$ cat config.mk
export PLATFORM = sky130hd
export DESIGN_NAME = meas_sequencer
export DESIGN_NICKNAME = d
export VERILOG_FILES = /design/src/rtl/meas_sequencer.sv
export SDC_FILE = /design/constraint.sdc
export NUM_CORES = 1
export LEC_CHECK = 0
export CAP_MARGIN = 20
export CELL_PAD_IN_SITES_DETAIL_PLACEMENT = 0
export CELL_PAD_IN_SITES_GLOBAL_PLACEMENT = 2
export CORE_ASPECT_RATIO = 0.75
export CORE_UTILIZATION = 25
export DETAILED_ROUTE_END_ITERATION = 6
export PLACE_DENSITY_LB_ADDON = 0.1
export SYNTH_ARGS = -nofsm -noshare
export SYNTH_HDL_FRONTEND = slang
export SYNTH_SLANG_ARGS = --single-unit
export TNS_END_PERCENT = 10
$ cat constraint.sdc
create_clock -name CLK -period 4.8 [get_ports CLK]
set_clock_uncertainty 0.2 [all_clocks]
set_input_delay 0.48 -clock CLK [delete_from_list [all_inputs] [get_ports CLK]]
set_output_delay 0.48 -clock CLK [all_outputs]
set_load 0.02 [all_outputs]
$ cat src/rtl/meas_sequencer.sv
// meas_sequencer
//   Sequences one frequency measurement for the 7-segment display path.
//   IN is synchronised and edge-detected; rising edges are counted during a
//   fixed gate window, the saturated count is latched for the display stage,
//   and then held for a display-stable interval before the next window.
//
// Ports
//   CLK        system clock (100 MHz)
//   reset      synchronous, active-high reset
//   IN         asynchronous signal under measurement
//   run        level: windows repeat back-to-back while high
//   single     one-cycle pulse: request one window when idle
//   freq       last latched edge count (CNT_W bits)
//   freq_valid one-cycle pulse when freq/overflow update
//   overflow   last latched window saturated at MAX_COUNT
//   busy       high in every state except IDLE
//   gate       high exactly while the gate window is open
module meas_sequencer #(
  parameter int GATE_CYCLES = 100000000,
  parameter int HOLD_CYCLES = 50000000,
  parameter int CNT_W       = 14,
  parameter int MAX_COUNT   = 9999
) (
  input  logic             CLK,
  input  logic             reset,
  input  logic             IN,
  input  logic             run,
  input  logic             single,
  output logic [CNT_W-1:0] freq,
  output logic             freq_valid,
  output logic             overflow,
  output logic             busy,
  output logic             gate
);

  localparam int TIMER_MAX = (GATE_CYCLES > HOLD_CYCLES) ? GATE_CYCLES : HOLD_CYCLES;
  // One spare bit so the terminal value never wraps inside a state.
  localparam int TIMER_W = $clog2(TIMER_MAX) + 1;

  localparam logic [TIMER_W-1:0] GATE_LAST = TIMER_W'(GATE_CYCLES - 1);
  localparam logic [TIMER_W-1:0] HOLD_LAST = TIMER_W'(HOLD_CYCLES - 1);
  localparam logic [CNT_W-1:0]   MAX_CNT   = CNT_W'(MAX_COUNT);

  typedef enum logic [1:0] {
    ST_IDLE,
    ST_GATE,
    ST_LATCH,
    ST_HOLD
  } state_t;

  state_t             state;
  logic [TIMER_W-1:0] timer;
  logic [CNT_W-1:0]   edge_cnt;
  logic               ovf_flag;
  logic               s1;
  logic               s2;
  logic               s3;
  logic               rise;

  // s1/s2 resolve metastability; s3 is only a delayed copy for edge detection.
  assign rise = s2 & ~s3;

  assign busy = (state != ST_IDLE);
  assign gate = (state == ST_GATE);

  always_ff @(posedge CLK) begin
    if (reset) begin
      state      <= ST_IDLE;
      timer      <= '0;
      edge_cnt   <= '0;
      ovf_flag   <= 1'b0;
      s1         <= 1'b0;
      s2         <= 1'b0;
      s3         <= 1'b0;
      freq       <= '0;
      freq_valid <= 1'b0;
      overflow   <= 1'b0;
    end else begin
      s1         <= IN;
      s2         <= s1;
      s3         <= s2;
      freq_valid <= 1'b0;

      case (state)
        ST_IDLE: begin
          if (run | single) begin
            state    <= ST_GATE;
            edge_cnt <= '0;
            ovf_flag <= 1'b0;
            timer    <= '0;
          end
        end

        ST_GATE: begin
          // Saturate at the largest displayable value and remember that we did.
          if (rise) begin
            if (edge_cnt < MAX_CNT) begin
              edge_cnt <= edge_cnt + 1'b1;
            end else begin
              ovf_flag <= 1'b1;
            end
          end
          if (timer == GATE_LAST) begin
            state <= ST_LATCH;
          end else begin
            timer <= timer + 1'b1;
          end
        end

        ST_LATCH: begin
          // A rise seen here falls outside the window and is deliberately dropped.
          freq       <= edge_cnt;
          overflow   <= ovf_flag;
          freq_valid <= 1'b1;
          timer      <= '0;
          state      <= ST_HOLD;
        end

        ST_HOLD: begin
          // run is only looked at here, so dropping it never cuts a window short.
          if (timer == HOLD_LAST) begin
            if (run) begin
              state    <= ST_GATE;
              edge_cnt <= '0;
              ovf_flag <= 1'b0;
              timer    <= '0;
            end else begin
              state <= ST_IDLE;
            end
          end else begin
            timer <= timer + 1'b1;
          end
        end

        default: begin
          state <= ST_IDLE;
        end
      endcase
    end
  end

endmodule

==> results.tsv <==
metric	value	unit
chipWidth	132.0	µm
cts_inserted_buffers	9	
tritoncts	yes	
final_cell_mix	dfxtp_1, nor2_1, nand2_1	
grt_antenna_before_repair	0	
ys_ff_latch	64	
synth_edf_count	0	
final_common_cell	dfxtp_1	
core	12310	µm²
clock-root-buffer	clkbuf_16	
yosysWarnings	0	
crit_type	reg2reg	
viasPerCell	4.833	
n_fill_cell	1295	
setup_viol	0	
clk_pin_slew	60	ps
grt_pass1_vias	2434	
final_nets	405	
num_vias	2721	
first_iter_violations	165	
status	completed	
switching_share	33.00	%
io_buffers	22	
seq_area	1281	µm²
overflow	0	
cp_data_required_time	4850	ps
rsz0062_at_grt	false	
synth_cell_types	46	
worst_hold_slack	237.4	ps
pin_count	23	
gp_congestion	0.7070	
r2r_start	state[1]	
dieHeight	99.51	µm
crit_fanout	23	
fin_ws	1576	ps
dp_hpwl	5.867	mm
clk_latency	320	ps
drc	0	
power_leakage	1.201	nW
ctsResizeCount	0	
crit_arrival	3270	ps
grt_max_degree	41	
syn-cell-area	3169	µm²
utilization	31.05	%
worst_pin_slew	929.5	ps
synthCells	378	
fin_crit	3224	ps
min_period_over_period	67.18	%
clkPwrFrac	39.9	%
critical_path.startpoint	state[1]	
hold_violations	0	
intPower	1.085	mW
grt_util_all_layers	14.11	%
fmax	0.3101	GHz
cts_max_level	3	
postCtsHoldBufs	0	
grt_pass1_wl	14.03	mm
ys_seq_area_share	40.43	%
area_growth	20.57	%
cts_buffer_depth	2	
p_switching	534.5	µW
drt-pass1-iter-count	4	
worstHoldPathType	reg2reg	
worstHoldStart	s1	
ir_worst_vdd	0.1892	mV
post_cts_buffers	0	
dieArea	13140	µm²
drv_cap	0	
p_comb_share	25.0	%
pre_cts_ws	1613	ps
multi_input_area	1772	µm²
slew_headroom	37.88	%
layout-drive-gt1-share	6.045	%
ant_nets	0	
slew_viol_final	0	
synth.avg_cell_area	8.384	µm²
ys_async_sr_fraction	0	%
p_per_area	423.8	nW/µm²
fp-row-count	35	
syn-num-nets	390	
end_kind	register	
antenna_cells	0	
critPathLaunchType	register	
routedWlPerCell	15.55	µm
finalWirelength	8.756	mm
initial_core_util	25.75	%
synth_ff_type	dfxtp_1	
seqPwrFrac	35.1	%
finalSetupTns	0	ps
clock_sinks	64	
-- cell type report --
cell class                 instances  area share (%)
timing repair buffer              24           6.352
sequential                        64           33.53
clock buffer                      11           6.352
tap                              166           5.435
multi-input combinational        286           46.37
clock inverter                     4           1.179
inverter                           8          0.7859
-- cells in the mapped netlist, drive strengths merged (2+ instances only) --
library cell | number | area share, %
o21ai | 17 | 2.7
a2bb2oi | 2 | 0.55
nand4 | 12 | 2.4
and3 | 9 | 1.8
mux2i | 18 | 5.7
nor4b | 2 | 0.75
clkbuf | 15 | 1.8
nand2 | 30 | 3.6
a31oi | 11 | 2.2
nor2b | 7 | 1.4
a21oi | 24 | 3.8
buf | 5 | 0.95
or3 | 16 | 3.2
and4 | 7 | 2.0
and2 | 4 | 0.79
nor3 | 12 | 1.9
nor2 | 40 | 4.7
o31ai | 2 | 1.1
or4 | 7 | 1.7
nand4b | 5 | 1.4
dfxtp | 64 | 40
xor2 | 7 | 1.9
inv | 8 | 0.95
ha | 7 | 2.8
nor4 | 3 | 0.79
xnor2 | 4 | 1.1
nand3 | 30 | 5.3
-- path summary, 6_finish.rpt --
| path | end | slack [ps] | cells past startpoint |
|---|---|---|---|
| max reg2reg | edge_cnt[4] | 1580 | 8 |
| max | edge_cnt[4] | 1580 | 8 |
| min reg2reg | s2 | 240 | 1 |
| min | s2 | 240 | 1 |
-- registers in the layout, indices dropped and copies added (netlist names) --
name and count:
s3 1, overflow 1, ovf_flag 1, timer 28, freq 14, state 2, freq_valid 1, s1 1
edge_cnt 14, s2 1
-- cell families after synthesis --
group / share of synthesized area [%]
AOI/OAI and AO/OA: 12.12
muxes: 5.685
xor gates and xnor gates: 3.040
adders and majority gates: 2.763
and+or+nand+nor: 32.29
buffers and inverters: 3.671
DFF: 40.43
-- stage by stage --
step	instance area (µm²)	std cells	power [mW]
after detailed placement	3518	547	0.9798
after global placement	3518	547	0.9831
after CTS	3806	562	1.644
after floorplan	3169	378	0.8768
final	3821	563	1.619
after global routing	3821	563	1.705
-- layer usage --
| metal | GRT usage [%] | routed length, µm | vias to the layer above | share of wire [%] |
|---|---|---|---|---|
| li1 | - | - | 1404 | - |
| met1 | 22.23 | 5252 | 1255 | 60 |
| met2 | 18.15 | 3105 | 55 | 35 |
| met3 | 3.517 | 325 | 7 | 3.7 |
| met4 | 4.025 | 73 | 0 | 0.83 |
| met5 | 0 | 0 | - | 0 |
-- power by group through the flow --
| stage | Clock, mW | Combinational, mW | Sequential (mW) |
|---|---|---|---|
| final | 0.646 | 0.404 | 0.569 |
| after global routing | 0.688 | 0.444 | 0.572 |
| after CTS | 0.672 | 0.403 | 0.569 |
| after detailed placement | 0 | 0.400 | 0.580 |
| after global placement | 0 | 0.403 | 0.580 |
| after floorplan | 0 | 0.299 | 0.578 |
-- worst max-delay path, cell delays in order (launching register included) --
cell and delay, ps:
dfxtp_1 390, inv_1 100, ha_1 500, inv_1 480, a21oi_1 90, nor3_1 240, nand3_2 390, or4_1 590
a31oi_1 180
No activity file was read; power rests on OpenSTA's default activity.
